File: config.mk
export PLATFORM = sky130hd
export DESIGN_NAME = ahb2apb_bridge
export DESIGN_NICKNAME = d
export VERILOG_FILES = /design/src/rtl/ahb2apb_bridge_pkg.sv /design/src/rtl/ahb2apb_bridge.sv
export SDC_FILE = /design/constraint.sdc
export NUM_CORES = 1
export LEC_CHECK = 0
export ABC_CLOCK_PERIOD_IN_PS = 1900
export BUFFER_PORTS_ARGS = -buffer_cell sky130_fd_sc_hd__buf_2
export CORE_ASPECT_RATIO = 0.7
export CORE_MARGIN = 1.5
export CORE_UTILIZATION = 40
export CTS_CLUSTER_SIZE = 25
export DETAILED_ROUTE_END_ITERATION = 10
export PLACE_DENSITY_LB_ADDON = 0.25
export SYNTH_ARGS = -nofsm -noshare
export SYNTH_HDL_FRONTEND = slang
export SYNTH_SLANG_ARGS = --single-unit
File: constraint.sdc
create_clock -name clk -period 1.9 [get_ports clk]
set_input_delay 0.095 -clock clk [delete_from_list [all_inputs] [get_ports clk]]
set_output_delay 0.095 -clock clk [all_outputs]
set_load 0.01 [all_outputs]
File: src/rtl/ahb2apb_bridge_pkg.sv
// Shared encodings for the AHB-lite to APB3 bridge: AHB transfer types,
// AHB response codes and the bridge FSM state encoding.
package ahb2apb_bridge_pkg;

   // AHB-lite HTRANS encodings
   typedef enum logic [1:0] {
      HTRANS_IDLE   = 2'b00,
      HTRANS_BUSY   = 2'b01,
      HTRANS_NONSEQ = 2'b10,
      HTRANS_SEQ    = 2'b11
   } htrans_e;

   // AHB-lite HRESP encodings
   localparam logic HRESP_OKAY  = 1'b0;
   localparam logic HRESP_ERROR = 1'b1;

   // Bridge FSM states
   typedef enum logic [2:0] {
      ST_IDLE   = 3'd0,
      ST_SETUP  = 3'd1,
      ST_ACCESS = 3'd2,
      ST_DONE   = 3'd3,
      ST_ERR1   = 3'd4,
      ST_ERR2   = 3'd5
   } state_e;

   // Width of the pready timeout counter
   localparam int unsigned CNT_W = 16;

endpackage

File: src/rtl/ahb2apb_bridge.sv
// AHB-lite slave that turns single AHB transfers into APB3 transfers.
// Registered Moore FSM; a hung peripheral (pready stuck low) is converted
// into a two-cycle AHB ERROR response after TIMEOUT ACCESS cycles.
module ahb2apb_bridge
   import ahb2apb_bridge_pkg::*;
#(
   parameter int unsigned PADDR_W = 16,
   parameter int unsigned TIMEOUT = 255
) (
   input  logic               clk,
   input  logic               rst_n,
   // AHB-lite slave side
   input  logic               hsel,
   input  logic [31:0]        haddr,
   input  logic [1:0]         htrans,
   input  logic               hwrite,
   input  logic [31:0]        hwdata,
   input  logic               hready,
   output logic               hready_out,
   output logic               hresp,
   output logic [31:0]        hrdata,
   // APB3 master side
   output logic [PADDR_W-1:0] paddr,
   output logic               psel,
   output logic               penable,
   output logic               pwrite,
   output logic [31:0]        pwdata,
   input  logic [31:0]        prdata,
   input  logic               pready,
   input  logic               pslverr
);

   // Last counter value before the abort fires; unused when TIMEOUT is 0.
   localparam logic [CNT_W-1:0] CNT_LAST = (TIMEOUT == 0) ? '0 : CNT_W'(TIMEOUT - 1);

   state_e             state_q, state_d;
   logic [CNT_W-1:0]   cnt_q;
   logic [PADDR_W-1:0] paddr_q;
   logic               pwrite_q;
   logic               psel_q;
   logic               penable_q;
   logic               hready_out_q;
   logic               hresp_q;
   logic [31:0]        hrdata_q;

   logic accept;
   logic start;
   logic timeout_hit;

   // htrans[0] only separates NONSEQ from SEQ, which the bridge treats alike;
   // upper address bits are decoded by the interconnect.
   logic unused_bits;
   assign unused_bits = ^{htrans[0], haddr[31:PADDR_W]};

   assign accept      = hsel & htrans[1] & hready;
   // A new address phase is only taken in states that present hready_out=1.
   assign start       = accept & ((state_q == ST_IDLE) | (state_q == ST_DONE) |
                                  (state_q == ST_ERR2));
   assign timeout_hit = (TIMEOUT != 0) && (cnt_q == CNT_LAST);

   // Next-state decode
   always_comb begin
      // NOTE: default assignment first so no path leaves state_d unassigned (no latch).
      state_d = state_q;
      case (state_q)
         ST_IDLE:   if (accept) state_d = ST_SETUP;
         ST_SETUP:  state_d = ST_ACCESS;
         ST_ACCESS: begin
            if (pready)           state_d = pslverr ? ST_ERR1 : ST_DONE;
            else if (timeout_hit) state_d = ST_ERR1;
         end
         ST_ERR1:   state_d = ST_ERR2;
         ST_DONE,
         ST_ERR2:   state_d = accept ? ST_SETUP : ST_IDLE;
         default:   state_d = ST_IDLE;
      endcase
   end

   // State, registered outputs decoded from the next state, timeout counter and captures
   always_ff @(posedge clk or negedge rst_n) begin
      if (!rst_n) begin
         state_q      <= ST_IDLE;
         cnt_q        <= '0;
         paddr_q      <= '0;
         pwrite_q     <= 1'b0;
         psel_q       <= 1'b0;
         penable_q    <= 1'b0;
         hready_out_q <= 1'b1;
         hresp_q      <= HRESP_OKAY;
         hrdata_q     <= '0;
      end else begin
         // NOTE: non-blocking assignments so every register samples pre-edge values.
         state_q      <= state_d;
         psel_q       <= (state_d == ST_SETUP) || (state_d == ST_ACCESS);
         penable_q    <= (state_d == ST_ACCESS);
         hready_out_q <= !((state_d == ST_SETUP) || (state_d == ST_ACCESS) ||
                           (state_d == ST_ERR1));
         hresp_q      <= ((state_d == ST_ERR1) || (state_d == ST_ERR2)) ? HRESP_ERROR
                                                                        : HRESP_OKAY;
         if (start) begin
            paddr_q  <= haddr[PADDR_W-1:0];
            pwrite_q <= hwrite;
         end
         case (state_q)
            ST_SETUP:  cnt_q <= '0;
            ST_ACCESS: begin
               if (!pready) cnt_q <= cnt_q + 1'b1;
               if (pready && !pslverr && !pwrite_q) hrdata_q <= prdata;
            end
            default: ;
         endcase
      end
   end

   assign paddr      = paddr_q;
   assign pwrite     = pwrite_q;
   assign psel       = psel_q;
   assign penable    = penable_q;
   assign hready_out = hready_out_q;
   assign hresp      = hresp_q;
   assign hrdata     = hrdata_q;
   // The master holds hwdata for the whole data phase, spanning SETUP and ACCESS.
   assign pwdata     = hwdata;

endmodule

==> results of run 1 <==
[timing repair]
action / CTS / global route
gates cloned: 0 / 1
hold endpoints to repair: 110 / 1
resized for setup: 2 / 1
pin swaps: 0 / 2
setup endpoints to repair: 1 / 1
hold buffers: 40 / 1
[critical path, cell delays in order (launching register included)]
cell,delay [ps]
dfrtp_1,370
or3b_4,410
a211o_4,370
or4_1,470
a21oi_1,150
[final cells by class]
cell class / instances / area (um^2)
Fill cell: 675 / 3410
Sequential cell: 72 / 1800
Multi-Input combinational cell: 160 / 1260
Timing Repair Buffer: 160 / 1050
Clock buffer: 10 / 239
Tap cell: 101 / 126
Clock inverter: 5 / 104
Inverter: 5 / 18.8
[synthesized netlist by cell type (3+ instances only)]
| library cell | count |
|---|---|
| o31ai_1 | 4 |
| clkbuf_1 | 4 |
| nor3_1 | 4 |
| or3_1 | 3 |
| buf_2 | 7 |
| o21ai_0 | 9 |
| nand3_1 | 8 |
| or4_1 | 8 |
| a21oi_1 | 14 |
| dfrtp_1 | 71 |
| mux2_2 | 49 |
| inv_1 | 5 |
| buf_4 | 32 |
| nand2_1 | 11 |
| nand4b_1 | 3 |
| nor2_1 | 8 |
| o211ai_1 | 4 |
| nand2b_1 | 5 |
[cell usage in the layout (no fill, tap or decap), drive strengths merged, types with 2 or more instances in the layout]
master       netlist  layout
clkbuf             4      10
nor2               8       8
a21oi             15      15
nand2             11      11
bufinv             0       3
a211o              1       2
dfrtp             71      71
o21ai              9       9
dlygate4sd3        0      41
or4                8       8
and4               2       2
nand3              8       8
inv                5       6
o211ai             4       4
nand4              2       2
nand2b             5       5
ha                 2       2
or2                2       2
o31ai              4       4
buf               40     119
or3                3       3
mux2              49      49
nand4b             3       3
nor3               4       4
xnor2              2       2
[cell families (layout without fill, tap and decap cells)]
group                      Yosys count  count (layout)  synth area share (%)
DFF                                 72              72                  53.6
adders and majority gates            3               3                  1.04
AOI/OAI and AO/OA                   44              45                  8.41
buffers and inverters               49             180                  9.52
muxes                               50              50                  16.7
and+or+nand+nor                     60              60                  10.2
xor gates and xnor gates             2               2                 0.521
[where the power goes]
| part | internal [mW] | switching (mW) | leakage [nW] |
|---|---|---|---|
| Clock | 1.31 | 0.617 | 0.169 |
| Combinational | 1.11 | 1.08 | 1.10 |
| Sequential | 2.14 | 0.302 | 0.906 |
[sequential cells by signal, summed over array words and instances (netlist names)]
register	count
cnt_q	16
psel	1
hready_out	1
pwrite	1
paddr	16
state_q	3
hresp	1
hrdata	32
penable	1
[path summary, 6_finish.rpt]
path	startpoint	to	slack, ps	cells after the start
setup / recovery	state_q[0]	cnt_q[15]	50	4
hold / removal	haddr[3]	paddr[3]	10	2
setup reg to reg	state_q[0]	cnt_q[15]	50	4
hold reg to reg	hrdata[0]	hrdata[0]	500	1
max in group asynchronous	rst_n	hready_out	1240	3
min in group asynchronous	rst_n	cnt_q[3]	320	3
[metrics by stage]
stage	std cells	cell area, um^2	total power, mW	setup TNS (ps)
floorplan	280	3360	3.71	0
global placement	456	3820	4.50	0
detailed placement	456	3820	4.56	-26.4
CTS	511	4580	6.59	0
global route	513	4600	6.94	0
finish	513	4600	6.55	0
[per-layer routing]
metal	track usage, %	share of wire [%]	vias up
met3	6.30	8.5	10
met1	21.2	44	1250
li1	-	-	1234
met4	7.59	1.1	0
met2	27.6	46	111
met5	0	0	-
==> key figures, run 1 <==
Logic synthesis
  – Number of synthesized flops with an enable pin: 0
  – Top_reg_cell synth: dfrtp_1
  – Synth Register Bits: 72
  – Synth area leader: dfrtp_1
  – Fraction of registers with async set/reset: 100%
  – Synth cell types: 45
  – Avg Inst Size Synth: 12.0 um^2
  – Syn_nets: 387
  – Cell count after synthesis: 280
  – Seq/Total Area, Yosys: 53.6%
  – Synth top area share: 52.8%
  – Synth area leaders: dfrtp_1, mux2_2, buf_4
  – Yosys warning total: 0
  – Synthesized area: 3360 um^2

Critical path
  – Crit-path max FO: 6
  – CP arrival: 2100 ps
  – Required time worst endpoint: 2150 ps
  – Crit. End Element: register
  – CP Class: register to register
  – Critical path startpoint category: register

GRT
  – First-pass GRT wire length: 12000 um
  – Overflow after GRT: 0
  – Vias in the first global route: 2572
  – GRT Resource Usage Total: 17.3%
  – Initial antenna violation count: 0
  – Largest net degree at the start of global routing: 73

STA
  – RSZ-0062 raised after global routing: false
  – Final setup violation count: 0
  – Final slew viol count: 0
  – Clock Skew: 4.92 ps
  – Final period util: 97.2%
  – Slew @ Worst Pin: 395 ps
  – Setup ws final: 53.0 ps
  – Max Fclk: 0.541 GHz
  – Worst hold margin: 9.66 ps
  – Min Clock Period, post-route: 1850 ps
  – Max-Slew Margin vs Limit: 73.7%
  – Final hold vios: 0

Clocking
  – Clk buf depth: 2
  – Setup Buffers After CTS: 0
  – H-tree depth: 3
  – CTS buffer count: 9
  – Root Driver: clkbuf_16
  – CTS tree: done
  – Worst skew pair latency: 330 ps
  – Sink Count: 72
  – Clock slew at reported path FFs: 60 ps

Power
  – Pwr per Cell Area: 1420 nW/um^2
  – VDD IR max: 0.878 mV
  – Static leakage: 2.18 nW

Finish
  – Final Util: 57.4%
  – Antenna cells: 0
  – Area Growth Syn to Fin: 36.7%
  – Layout cell share with drive strength beyond 1: 46.4%
  – Final #Nets: 515

Placed design
  – Post-detail-place hpwl: 5010 um
  – Routability cong.: 0.808
  – PortBufs: 108
  – DP Worst Slack: -26.4 ps

Route
  – DRT iter0 DRCs: 125
  – Post-route antenna net violation count: 0
  – DR vias: 2605
  – Via density: 5.08
  – WL per Instance: 14.9 um
  – DRC viols: 0
  – Final wirelength: 7640 um
  – First-pass DRT Iterations: 4

Die
  – Die area: 8980 um^2
  – Row count: 27
  – DIE WIDTH: 113 um
  – DIE HEIGHT: 79.7 um
  – Total I/O pin count: 190
  – Initial Util: 42.0%
  – Core ar.: 8010 um^2

Flow run
  – Maxcap violations: 0

Status
  – Status: finished clean

Hold path
  – HP Class: input pin to register
(Power assumes the default switching activity.)
==> run 2, diff against run 1 <==
--- a/config.mk
+++ b/config.mk
@@ -5,11 +5,11 @@
 export SDC_FILE = /design/constraint.sdc
 export NUM_CORES = 1
 export LEC_CHECK = 0
-export ABC_CLOCK_PERIOD_IN_PS = 1900
+export ABC_CLOCK_PERIOD_IN_PS = 2110
 export BUFFER_PORTS_ARGS = -buffer_cell sky130_fd_sc_hd__buf_2
 export CORE_ASPECT_RATIO = 0.7
 export CORE_MARGIN = 1.5
-export CORE_UTILIZATION = 40
+export CORE_UTILIZATION = 44
 export CTS_CLUSTER_SIZE = 25
 export DETAILED_ROUTE_END_ITERATION = 10
 export PLACE_DENSITY_LB_ADDON = 0.25
==> constraint.sdc (replaced) <==
create_clock -name clk -period 2.11 [get_ports clk]
set_input_delay 0.1055 -clock clk [delete_from_list [all_inputs] [get_ports clk]]
set_output_delay 0.1055 -clock clk [all_outputs]
set_load 0.01 [all_outputs]
==> run 2 against run 1 <==
  * Clock skew increased by 8.9 ps
  * Count of clock-buffer cells in the layout unchanged
  * Global-route usage increased by 2.7 points
  * Flip-flop and latch count unchanged
  * Via count increased by 0.50%
==> key figures, run 2 (synthesis results as in run 1) <==
Status
  – Status: finished clean (unchanged)

Critical path
  – Slowest-stage cell, CP: or3b_4 (was or4_1)
  – CP arrival: 2180 ps (was 2100 ps)
  – Critical path, cell by cell: or3b_4, a211o_1, buf_4, or3_1, a21oi_1 (was or3b_4, a211o_4, or4_1, a21oi_1)
  – Crit. End Element: register (unchanged)
  – Critical path startpoint category: register (unchanged)
  – CP Class: register to register (unchanged)
  – Crit-path max FO: 7 (was 6)
  – CP max stage delay: 410 ps (was 470 ps)
  – Required time worst endpoint: 2390 ps (was 2150 ps)

Clocking
  – Worst skew pair latency: 350 ps (was 330 ps)
  – # hold bufs at CTS: 50 (was 40)
  – Cts repair resizes: 0 (was 2)
  – Setup Buffers After CTS: 0 (unchanged)
  – CTS buffer count: 9 (unchanged)
  – H-tree depth: 3 (unchanged)
  – Sink Count: 72 (unchanged)
  – CTS tree: done (unchanged)
  – Clock slew at reported path FFs: 80 ps (was 60 ps)
  – Root Driver: clkbuf_8 (was clkbuf_16)
  – Clk buf depth: 2 (unchanged)

Finish
  – Finished Layout Cells: 518 (was 513)
  – Final Instance Area: 4540 um^2 (was 4600 um^2)
  – Filler cell count: 620 (was 675)
  – Final #Nets: 522 (was 515)
  – Multi-input logic area: 1240 um^2 (was 1260 um^2)
  – Max reg flops: 32 (unchanged)
  – Antenna cells: 0 (unchanged)
  – Most frequent cells in the layout: buf_2, dfrtp_1, dlygate4sd3_1 (was buf_2, dfrtp_1, mux2_2)
  – Layout cell share with drive strength beyond 1: 44.5% (was 46.4%)
  – Commonest non-fill, non-tap cell in the layout: buf_2 (unchanged)
  – Area Growth Syn to Fin: 34.8% (was 36.7%)
  – FF+latch area: 1800 um^2 (unchanged)

Power
  – VDD IR max: 0.596 mV (was 0.878 mV)
  – Pwr per Cell Area: 1160 nW/um^2 (was 1420 nW/um^2)
  – Static leakage: 2.14 nW (was 2.18 nW)

STA
  – Final slew viol count: 0 (unchanged)
  – Setup TNS: 0 ps (unchanged)
  – Clock Skew: 13.9 ps (was 4.92 ps)
  – Final period util: 90.1% (was 97.2%)
  – Final hold vios: 0 (unchanged)
  – Slew @ Worst Pin: 327 ps (was 395 ps)
  – Max-Slew Margin vs Limit: 78.2% (was 73.7%)
  – Final setup violation count: 0 (unchanged)
  – RSZ-0062 raised after global routing: false (unchanged)
  – Max Fclk: 0.526 GHz (was 0.541 GHz)
  – Min Clock Period, post-route: 1900 ps (was 1850 ps)

Placed design
  – Routability cong.: 0.768 (was 0.808)
  – PortBufs: 108 (unchanged)
  – Post-detail-place hpwl: 4950 um (was 5010 um)
  – DP Area: 3840 um^2 (was 3820 um^2)
  – Dpl cells: 452 (was 456)

Hold path
  – HP Class: input pin to asynchronous set/reset pin (was input pin to register)

Route
  – Final wirelength: 7690 um (was 7640 um)
  – DR vias: 2618 (was 2605)
  – Post-route antenna net violation count: 0 (unchanged)
  – DRC viols: 0 (unchanged)
  – Via density: 5.05 (was 5.08)
  – First-pass DRT Iterations: 5 (was 4)
  – DRT iter0 DRCs: 138 (was 125)
  – WL per Instance: 14.8 um (was 14.9 um)

Die
  – Die area: 8190 um^2 (was 8980 um^2)
  – Row count: 26 (was 27)
  – Initial Util: 45.8% (was 42.0%)
  – DIE HEIGHT: 76.2 um (was 79.7 um)
  – Core ar.: 7350 um^2 (was 8010 um^2)
  – DIE WIDTH: 108 um (was 113 um)
  – Total I/O pin count: 190 (unchanged)

GRT
  – Initial antenna violation count: 0 (unchanged)
  – Overflow after GRT: 0 (unchanged)
  – GRT Resource Usage Total: 20.0% (was 17.3%)
  – Largest net degree at the start of global routing: 59 (was 73)
  – Vias in the first global route: 2687 (was 2572)
  – First-pass GRT wire length: 12900 um (was 12000 um)

Flow run
  – Maxcap violations: 0 (unchanged)
[run 2: area by class of cell]
| type | instances | share of cell area [%] |
|---|---|---|
| inverter | 5 | 0.414 |
| timing repair buffer | 168 | 25.5 |
| clock buffer | 10 | 2.81 |
| multi-input combinational | 159 | 27.4 |
| clock inverter | 6 | 1.49 |
| sequential | 72 | 39.7 |
| tap | 98 | 2.70 |
[run 2: worst paths after layout]
path,from,end,slack [ps],cells past startpoint
min in group clk,hwdata[17],pwdata[17],210,0
hold reg to reg,hrdata[14],hrdata[14],500,1
hold / removal,rst_n,hrdata[16],150,2
setup reg to reg,state_q[0],cnt_q[5],210,5
max in group asynchronous,rst_n,cnt_q[6],1400,3
setup / recovery,state_q[0],cnt_q[5],210,5
[run 2: through the flow]
step	util (%)	total power, mW	hold WS, ps	setup slack (ps)
3_3_place_gp	52.2	4.07	-28.5	250
4_1_cts	61.7	5.30	133	209
6_report	61.7	5.26	145	209
2_1_floorplan	-	3.34	-190	235
3_5_place_dp	52.2	4.13	-27.0	209
5_1_grt	61.7	5.59	157	123
[run 2: power by group]
| group | switching, mW | internal, mW | total [mW] |
|---|---|---|---|
| clock network | 0.532 | 0.550 | 1.08 |
| logic | 0.966 | 1.02 | 1.99 |
| registers | 0.271 | 1.92 | 2.19 |
[run 2: worst max-delay path, delay by kind of cell (launching register included)]
family,cells,cell delay (ps)
AOI/OAI and AO/OA,2,540
and+or+nand+nor,2,720
buffers and inverters,1,190
DFF,1,380
[run 2: routing by layer]
metal	track usage, %	share of wire [%]	vias to the layer above
li1	-	-	1241
met1	26.4	44	1248
met2	31.0	48	103
met3	5.13	6.0	26
met4	9.47	2.4	0
met5	0	0	-
